File: src/rtl/sdr_sched_pkg.sv
// Shared types and defaults for the SDRAM access scheduler.
package sdr_sched_pkg;

  typedef enum logic [2:0] {
    S_IDLE,
    S_REF_REQ,
    S_REF_WAIT,
    S_ACC_START,
    S_ACC_WAIT
  } sched_state_t;

  localparam int DEFAULT_REF_PERIOD = 780;

endpackage

File: src/rtl/sdr_rr_arbiter.sv
// Combinational round-robin picker: the first set request after ptr wins,
// wrapping around, so ptr itself has the lowest priority.
module sdr_rr_arbiter #(
  parameter int NUM_REQ = 4
) (
  input  logic [NUM_REQ-1:0]         req,
  input  logic [$clog2(NUM_REQ)-1:0] ptr,
  output logic [$clog2(NUM_REQ)-1:0] winner,
  output logic                       valid
);

  localparam int IDX_W = $clog2(NUM_REQ);

  logic [IDX_W-1:0] cand;

  always_comb begin
    winner = '0;
    valid  = 1'b0;
    cand   = '0;
    for (int i = 1; i <= NUM_REQ; i++) begin
      cand = IDX_W'((int'(ptr) + i) % NUM_REQ);
      if (!valid && req[cand]) begin
        valid  = 1'b1;
        winner = cand;
      end
    end
  end

endmodule

File: src/rtl/sdr_access_sched.sv
// Front-end scheduler for the SDRAM controller: round-robin access arbitration
// plus a periodic auto-refresh timer, one operation handed over at a time.
module sdr_access_sched
  import sdr_sched_pkg::*;
#(
  parameter int NUM_REQ    = 4,
  parameter int ADDR_W     = 24,
  parameter int REF_PERIOD = DEFAULT_REF_PERIOD
) (
  input  logic                        pclk,
  input  logic                        preset,
  input  logic                        init_done,
  input  logic [NUM_REQ-1:0]          req,
  input  logic [NUM_REQ-1:0]          req_write,
  input  logic [NUM_REQ*ADDR_W-1:0]   req_addr,
  output logic [NUM_REQ-1:0]          gnt,
  output logic [$clog2(NUM_REQ)-1:0]  grant_id,
  output logic                        ctrl_start,
  output logic                        ctrl_write,
  output logic [ADDR_W-1:0]           ctrl_addr,
  output logic                        ref_req,
  input  logic                        ref_ack,
  input  logic                        ctrl_cyc_end,
  output logic                        ref_overflow
);

  localparam int IDX_W = $clog2(NUM_REQ);
  localparam int TMR_W = $clog2(REF_PERIOD);
  localparam logic [TMR_W-1:0] TMR_RELOAD = TMR_W'(REF_PERIOD - 1);
  localparam logic [IDX_W-1:0] PTR_RESET  = IDX_W'(NUM_REQ - 1);

  sched_state_t     state;
  logic [TMR_W-1:0] ref_timer;
  logic             ref_pending;
  logic [IDX_W-1:0] rr_ptr;
  logic [IDX_W-1:0] win_idx;
  logic             win_valid;
  logic             expire;
  logic             ref_clear;

  sdr_rr_arbiter #(.NUM_REQ(NUM_REQ)) u_arb (
    .req    (req),
    .ptr    (rr_ptr),
    .winner (win_idx),
    .valid  (win_valid)
  );

  assign expire    = init_done && (ref_timer == '0);
  assign ref_clear = (state == S_REF_REQ) && ref_ack;

  // A fresh expiry always wins over an ack in the same cycle, so the owed
  // refresh is re-armed rather than lost; overflow only when one is truly stacked.
  always_ff @(posedge pclk) begin
    if (preset) begin
      ref_timer    <= TMR_RELOAD;
      ref_pending  <= 1'b0;
      ref_overflow <= 1'b0;
    end else begin
      if (init_done) begin
        ref_timer <= expire ? TMR_RELOAD : ref_timer - TMR_W'(1);
      end
      if (expire) begin
        ref_pending <= 1'b1;
        if (ref_pending && !ref_clear) begin
          ref_overflow <= 1'b1;
        end
      end else if (ref_clear) begin
        ref_pending <= 1'b0;
      end
    end
  end

  always_ff @(posedge pclk) begin
    if (preset) begin
      state      <= S_IDLE;
      gnt        <= '0;
      grant_id   <= '0;
      ctrl_start <= 1'b0;
      ctrl_write <= 1'b0;
      ctrl_addr  <= '0;
      ref_req    <= 1'b0;
      rr_ptr     <= PTR_RESET;
    end else begin
      gnt        <= '0;
      ctrl_start <= 1'b0;
      case (state)
        S_IDLE: begin
          if (init_done) begin
            if (ref_pending) begin
              ref_req <= 1'b1;
              state   <= S_REF_REQ;
            end else if (win_valid) begin
              gnt[win_idx] <= 1'b1;
              ctrl_start   <= 1'b1;
              grant_id     <= win_idx;
              ctrl_write   <= req_write[win_idx];
              ctrl_addr    <= req_addr[int'(win_idx)*ADDR_W +: ADDR_W];
              state        <= S_ACC_START;
            end
          end
        end
        S_REF_REQ: begin
          if (ref_ack) begin
            ref_req <= 1'b0;
            state   <= S_REF_WAIT;
          end
        end
        S_REF_WAIT: begin
          if (ctrl_cyc_end) begin
            state <= S_IDLE;
          end
        end
        S_ACC_START: begin
          state <= S_ACC_WAIT;
        end
        S_ACC_WAIT: begin
          // The pointer only moves once the access is finished.
          if (ctrl_cyc_end) begin
            rr_ptr <= grant_id;
            state  <= S_IDLE;
          end
        end
        default: begin
          state <= S_IDLE;
        end
      endcase
    end
  end

endmodule

File: config.mk
export PLATFORM = sky130hd
export DESIGN_NAME = sdr_access_sched
export DESIGN_NICKNAME = d
export VERILOG_FILES = /design/src/rtl/sdr_sched_pkg.sv /design/src/rtl/sdr_rr_arbiter.sv /design/src/rtl/sdr_access_sched.sv
export SDC_FILE = /design/constraint.sdc
export NUM_CORES = 1
export LEC_CHECK = 0
export ABC_AREA = 1
export CORE_MARGIN = 2
export CORE_UTILIZATION = 35
export DETAILED_ROUTE_END_ITERATION = 12
export MAX_ROUTING_LAYER = met4
export PLACE_DENSITY_LB_ADDON = 0.12
export SLEW_MARGIN = 40
export SYNTH_ARGS = -nofsm -noshare
export SYNTH_HDL_FRONTEND = slang
export SYNTH_SLANG_ARGS = --single-unit
export TNS_END_PERCENT = 5
File: constraint.sdc
create_clock -name pclk -period 1.75 [get_ports pclk]
set_input_delay 0.175 -clock pclk [delete_from_list [all_inputs] [get_ports pclk]]
set_output_delay 0.175 -clock pclk [all_outputs]
set_load 0.005 [all_outputs]
# --- Yosys cells after proc, flatten, opt, wreduce, memory -nomap -nowiden ---
# Cells that the tools add are included.
word_totals:
  regBits: 50
  input_bits: 109
  output_inout_bits: 34
  wordCells: 94
classes:
  add_sub_neg: 5
  mul: 1
  n_lt_le_gt_ge: 6
  eq_ne: 9
  n_shift: 1
  muxes: 34
  bitwise: 4
  reduce_logical: 23
ops:
  columns: ["cell", "n"]
  rows:
  - ["$shiftx 96x8->24", 1]
  - ["$mux 1", 16]
  - ["$lt 2x3->1 const B", 5]
  - ["$mux 3", 5]
  - ["$pmux 3 s4", 1]
  - ["$reduce_and 4->1", 3]
  - ["$bmux 1 s2", 5]
  - ["$logic_not 10->1", 1]
  - ["$mux 10", 1]
  - ["$sub 10x1->10 const B", 1]
  - ["$mux 2", 4]
  - ["$logic_and 1x1->1", 7]
  - ["$eq 3x2->1 const B", 2]
  - ["$ne 2x2->1 const B", 3]
  - ["$reduce_or 5->1", 1]
  - ["$add 2x1->2 const B", 2]
  - ["$add 2x2->2 const B", 2]
  - ["$logic_not 1->1", 4]
  - ["$mul 2x2->4 const B", 1]
  - ["$not 1->1", 4]
  - ["$reduce_and 2->1", 2]
  - ["$reduce_bool 2->1", 2]
  - ["$reduce_or 4->1", 1]
  - ["$eq 3x1->1 const B", 1]
  - ["other kinds (8)", 8]

# --- Logic depth before layout (Yosys ltp) ---
# Gate-level depths: netlist of run 1.
depth:
  ltp_word: 17
  depth_mapped: 17
  depth_no_buf: 15

# --- Modules after synthesis ---
# From an unflattened synthesis of run 1, not the netlist that was laid out.
hier_totals:
  cells_unflattened: 401
  hier_area_um2: 2786.4
modules_own_cells:
  columns: ["module", "instances", "cells_each", "area_per_inst_um2", "seq_area_each_um2"]
  rows:
  - ["sdr_access_sched", 1, 349, 2514.9, 1001.0]
  - ["sdr_rr_arbiter", 1, 52, 271.5, 0.0]

# --- Least setup slack after synthesis of run 1 ---
# OpenSTA, ideal clock, no wires.
synth_timing:
  path_type: "flip-flop to flip-flop"
  from: "register rr_ptr[0]"
  to: "register ctrl_addr[2]"
  setup_ns: 0.109
  arrival_ns: 1.652
  required_time_ns: 1.641
  setup_slack_ns: -0.011
  path_stages_with_launch: 17
  n_path_buf: 2
  synth_period_minus_slack_ns: 1.761
  path_cell_list: "dfxtp_1 buf_4 inv_2 nand2_1 nand2_1 nand2_1 nand2_1 inv_1 nand3_1 nand3_2 buf_2 nand2_1 nand2_1 nand2_1 nand3_1 nand2_1 inv_1"
synth_between:
  elab_chain_cells: 15
  word_cells_on_any_way: 29
  cone_classes: "add/sub: 4; mul: 1; shift: 1; mux: 16; reduce/logical: 7"
synth_rtl:
  columns: ["element", "line_no", "rtl"]
  rows:
  - ["start, declared", "sdr_access_sched.sv:35", "logic [IDX_W-1:0] rr_ptr;"]
  - ["start signal, assigned", "sdr_access_sched.sv:119", "rr_ptr <= grant_id;"]
  - ["$add 2x1->2", "sdr_rr_arbiter.sv:21", "cand = IDX_W'((int'(ptr) + i) % NUM_REQ);"]
  - ["$bmux 1 s2", "sdr_rr_arbiter.sv:22", "if (!valid && req[cand]) begin"]
  - ["$mux 1 (implied by the code)", "sdr_rr_arbiter.sv:22", null]
  - ["$mux 1", "sdr_rr_arbiter.sv:22", null]
  - ["$logic_not 1->1", "sdr_rr_arbiter.sv:22", null]
  - ["$logic_and 1x1->1", "sdr_rr_arbiter.sv:22", null]
  - ["$mux 1", "sdr_rr_arbiter.sv:22", null]
  - ["$logic_not 1->1", "sdr_rr_arbiter.sv:22", null]
  - ["$logic_and 1x1->1", "sdr_rr_arbiter.sv:22", null]
  - ["$mux 1", "sdr_rr_arbiter.sv:22", null]
  - ["$logic_not 1->1", "sdr_rr_arbiter.sv:22", null]
  - ["$logic_and 1x1->1", "sdr_rr_arbiter.sv:22", null]
  - ["$mux 2", "sdr_rr_arbiter.sv:22", null]
  - ["$mul 2x2->4", "sdr_access_sched.sv:97", "ctrl_addr <= req_addr[int'(win_idx)*ADDR_W +: ADDR_W];"]
  - ["$shiftx 96x8->24", "sdr_access_sched.sv:97", null]
  - ["end signal, assigned", "sdr_access_sched.sv:97", null]
  - ["end, declared", "sdr_access_sched.sv:20", "output logic [ADDR_W-1:0] ctrl_addr,"]
# Parallel ways exist; a longest one is shown, timed or not. The select of a mux whose other input is x is not followed.
# A chain may end at the register's enable or synchronous reset.

# --- Worst setup path in the final report of run 1 ---
layout_timing:
  from: "register rr_ptr[0]"
  to: "register ctrl_addr[17]"
# The elaborated chain is that of the path after synthesis.

==> metrics, run 1 <==
Die X-Extent between 100 and 150 um; worst clock skew 0.007282 ns; average wire length per cell after detail routing ~14 um; detailed placement HPWL about 8 mm; Max stage delay on crit path 0.37 ns; number of distinct library cell variants in the gate-level netlist after synthesis 28; shortest clock period the worst path allows after layout ~1.9 ns; final hold violation count 0; largest buffer count on any clock path 2; portion of the post-synthesis area used by sequential elements 0.3015; Net Count, Synth a little under 700; number of iterations in the first detailed-routing pass 4; minimum hold slack 0.4547 ns; I/O Pins about 140; H-tree depth 2; f_max between 500 and 600 MHz; area of the core between 9000 and 10000 um2; Tightest Hold Check Type flip-flop to flip-flop; Die Height ~100 um; vias per inst 4.921; count of antenna-violating nets left after detailed routing 0; Final Net Count 845; leakage power 2.682 nW; worst slew margin relative to its limit 0.7685; placed cell area ~5100 um2; total inserted antenna cells 0; flops & latches, synth 50; highest-delay cell along the critical path sky130_fd_sc_hd__dfxtp_4; worst reg2reg setup slack -0.14 ns; series of cell instances along the critical path buf_6 > nand2_2 > nand2_2 > nand2_2 > nand2_4 > nand2_4 > nand2_2 > nand2_4 > nand3_4 > buf_12 > clkbuf_16 > nand2_1 > nand2_1 > nand2_1 > nand3_1 > nand2_1 > inv_1; Post-Synthesis Mean Instance Area roughly 5.8 um2; summed negative setup slack over all endpoints -3.120 ns; Finish-stage setup viols 30; die outline area approximately 10000 um2; library cell used as clock root buffer sky130_fd_sc_hd__clkbuf_8; total global routing track utilization 0.2434; critical path start-end classification flip-flop to flip-flop; status finished, violations left; Detailed Route Iter0 Violations approximately 140; Routed WL roughly 12 mm; register clock-pin slew on the reported worst setup and hold paths about 0.1 ns; final core utilization 0.6073; clock net sink count 50; unrepaired setup endpoints after global routing yes; final period utilization 1.078; via count of the first global-routing pass between 4000 and 5000; family of cells with the greatest summed delay on the critical path simple AND/OR/NAND/NOR gates; Post-Layout Cell Count 864; number of CTS-inserted buffers 5; Cells after Synth 571; total power of the final layout 5.605 mW; worst vdd rail ir drop 491.4 uV; failing checks negative setup slack; transition time at the pin with the least slew margin between 0.3 and 0.4 ns; number of antenna violations at the first check in global routing 0; routed via count roughly 4300; Setup crit start kind flip-flop; summed instance area of the synthesized netlist between 3000 and 4000 um2; cell count after placement 842; number of warnings reported in the yosys synthesis log 0; worst path required time 1.97 ns; Worst Setup Slack post-DPL -0.3047 ns; starting density of the core 0.3592; CTS tree built; Port-buffer cells roughly 140; critical path capture point type flip-flop; wire length of the first global-routing pass 19.22 mm; Non-Filler Cell Area, Final 5612 um2; final global-route overflow total 0; number of violations of the max-capacitance limit 0; number of buffer and inverter instances along the worst setup path 4; fraction of layout instances using a drive strength above 1 0.1456; synthesis-to-finish area growth 69.05%; DR DRC count 0; WP data arrival around 2.1 ns; PwrDens 998.8 nW/um2; largest net degree at the start of global routing 51; number of rows created at floorplan 35; critical-path maximum fanout 7; setup slack after layout -0.1368 ns; commonest non-fill, non-tap cells in the layout 205 x sky130_fd_sc_hd__nand2_1, 142 x sky130_fd_sc_hd__clkdlybuf4s50_1, 65 x sky130_fd_sc_hd__nor2_1; leading cell type in the layout, fill and taps excluded sky130_fd_sc_hd__nand2_1; RD Place Congestion around 0.90; Worst-Skew Late Latency about 0.31 ns; Final Max Tran Viols 0
synth_stat cells:
library cell               count  area [um2]
sky130_fd_sc_hd__nand2b_1      1       6.260
sky130_fd_sc_hd__a21oi_2       1       8.760
sky130_fd_sc_hd__or2_2         2       12.51
sky130_fd_sc_hd__nor3_2        1       10.01
sky130_fd_sc_hd__nand2_1     237       889.6
sky130_fd_sc_hd__xor2_1        5       43.79
sky130_fd_sc_hd__buf_2        16       80.08
sky130_fd_sc_hd__inv_2         3       11.26
sky130_fd_sc_hd__buf_6         2       22.52
sky130_fd_sc_hd__ha_1          2       25.02
sky130_fd_sc_hd__nor2_4        1       11.26
sky130_fd_sc_hd__inv_1        48       180.2
sky130_fd_sc_hd__nor3b_1       1       7.510
sky130_fd_sc_hd__nand3_1      37       185.2
sky130_fd_sc_hd__o221a_2       1       11.26
sky130_fd_sc_hd__o21ai_0       6       30.03
sky130_fd_sc_hd__nor4_1        1       6.260
sky130_fd_sc_hd__nand4_1      52       325.3
sky130_fd_sc_hd__nand3_2       2       20.02
sky130_fd_sc_hd__buf_1         1       3.750
sky130_fd_sc_hd__buf_4         4       30.03
sky130_fd_sc_hd__nor3_1       10       50.05
sky130_fd_sc_hd__nor2_1       65       244.0
sky130_fd_sc_hd__clkbuf_1     11       41.29
sky130_fd_sc_hd__dfxtp_1      50        1001
sky130_fd_sc_hd__o211ai_1      3       22.52
sky130_fd_sc_hd__a21oi_1       7       35.03
sky130_fd_sc_hd__o21ai_1       1       5.000
state kept, by name (all words and copies together) (netlist names):
| signal | count |
|---|---|
| ctrl_addr | 24 |
| ctrl_start | 1 |
| ctrl_write | 1 |
| gnt | 4 |
| grant_id | 2 |
| ref_overflow | 1 |
| ref_pending | 1 |
| ref_req | 1 |
| ref_timer | 10 |
| rr_ptr | 2 |
| state | 3 |
logic make-up after synthesis:
family                     Yosys count  share of synthesized area
buffers and inverters               85                     0.1112
AOI/OAI and AO/OA                   19                    0.03392
DFF                                 50                     0.3015
and+or+nand+nor                    410                     0.5326
adders and majority gates            2                   0.007537
xor gates and xnor gates             5                    0.01319
power by group:
| group | total (mW) | switching [mW] | internal (mW) | leakage (nW) |
|---|---|---|---|---|
| clock | 0.998 | 0.425 | 0.573 | 0.0683 |
| combinational | 3.06 | 1.51 | 1.55 | 2.20 |
| sequential | 1.55 | 0.158 | 1.39 | 0.410 |
| total | 5.61 | 2.09 | 3.51 | 2.68 |
what timing repair did:
| action | in CTS | in global routing |
|---|---|---|
| hold buffers | 0 | 0 |
| setup endpoints to repair | 31 | 33 |
| pin swaps | 11 | 14 |
| cloned | 5 | 1 |
| setup buffers | 6 | 2 |
| hold endpoints to repair | 0 | 0 |
| gates resized for setup | 36 | 25 |
worst reg2reg max path, cell delays in order (launching register included):
cell                        delay (ns)
sky130_fd_sc_hd__dfxtp_4          0.37
sky130_fd_sc_hd__buf_6            0.14
sky130_fd_sc_hd__nand2_2          0.06
sky130_fd_sc_hd__nand2_2          0.08
sky130_fd_sc_hd__nand2_2          0.12
sky130_fd_sc_hd__nand2_4          0.08
sky130_fd_sc_hd__nand2_4          0.08
sky130_fd_sc_hd__nand2_2          0.06
sky130_fd_sc_hd__nand2_4          0.07
sky130_fd_sc_hd__nand3_4          0.10
sky130_fd_sc_hd__buf_12           0.16
sky130_fd_sc_hd__clkbuf_16        0.16
sky130_fd_sc_hd__nand2_1          0.06
sky130_fd_sc_hd__nand2_1          0.05
sky130_fd_sc_hd__nand2_1          0.07
sky130_fd_sc_hd__nand3_1          0.07
sky130_fd_sc_hd__nand2_1          0.06
sky130_fd_sc_hd__inv_1            0.03
area by class of cell:
| class | count | area (um2) |
|---|---|---|
| fillers | 884 | 3628 |
| well taps | 129 | 161.4 |
| flip-flops and latches | 50 | 1008 |
| clock inverters | 3 | 68.82 |
| multi-input cells | 436 | 2098 |
| clock buffers | 5 | 68.82 |
| repair buffers | 190 | 2007 |
| inverters | 51 | 198.9 |
metal layers:
| metal | track usage | vias to the layer above | routed length [um] |
|---|---|---|---|
| met2 | 0.4249 | 135 | 5990 |
| met1 | 0.2850 | 1943 | 5138 |
| met4 | 0.05717 | 0 | 219 |
| met3 | 0.05314 | 20 | 776 |
| li1 | - | 2154 | - |
| met5 | - | - | 0 |
worst paths after layout:
kind,to,cells after the start,startpoint
setup / recovery,ctrl_addr[17],17,rr_ptr[0]
hold reg to reg,ref_req,2,ref_req
setup reg to reg,ctrl_addr[17],17,rr_ptr[0]
hold / removal,ref_req,2,ref_req
(Power assumes the default switching activity.)
==> run 2, diff against run 1 <==
- CTS_CLUSTER_DIAMETER: unset -> 30
==> results of run 2 <==
The final DEF is identical to that of run 1; final timing and power are the same.
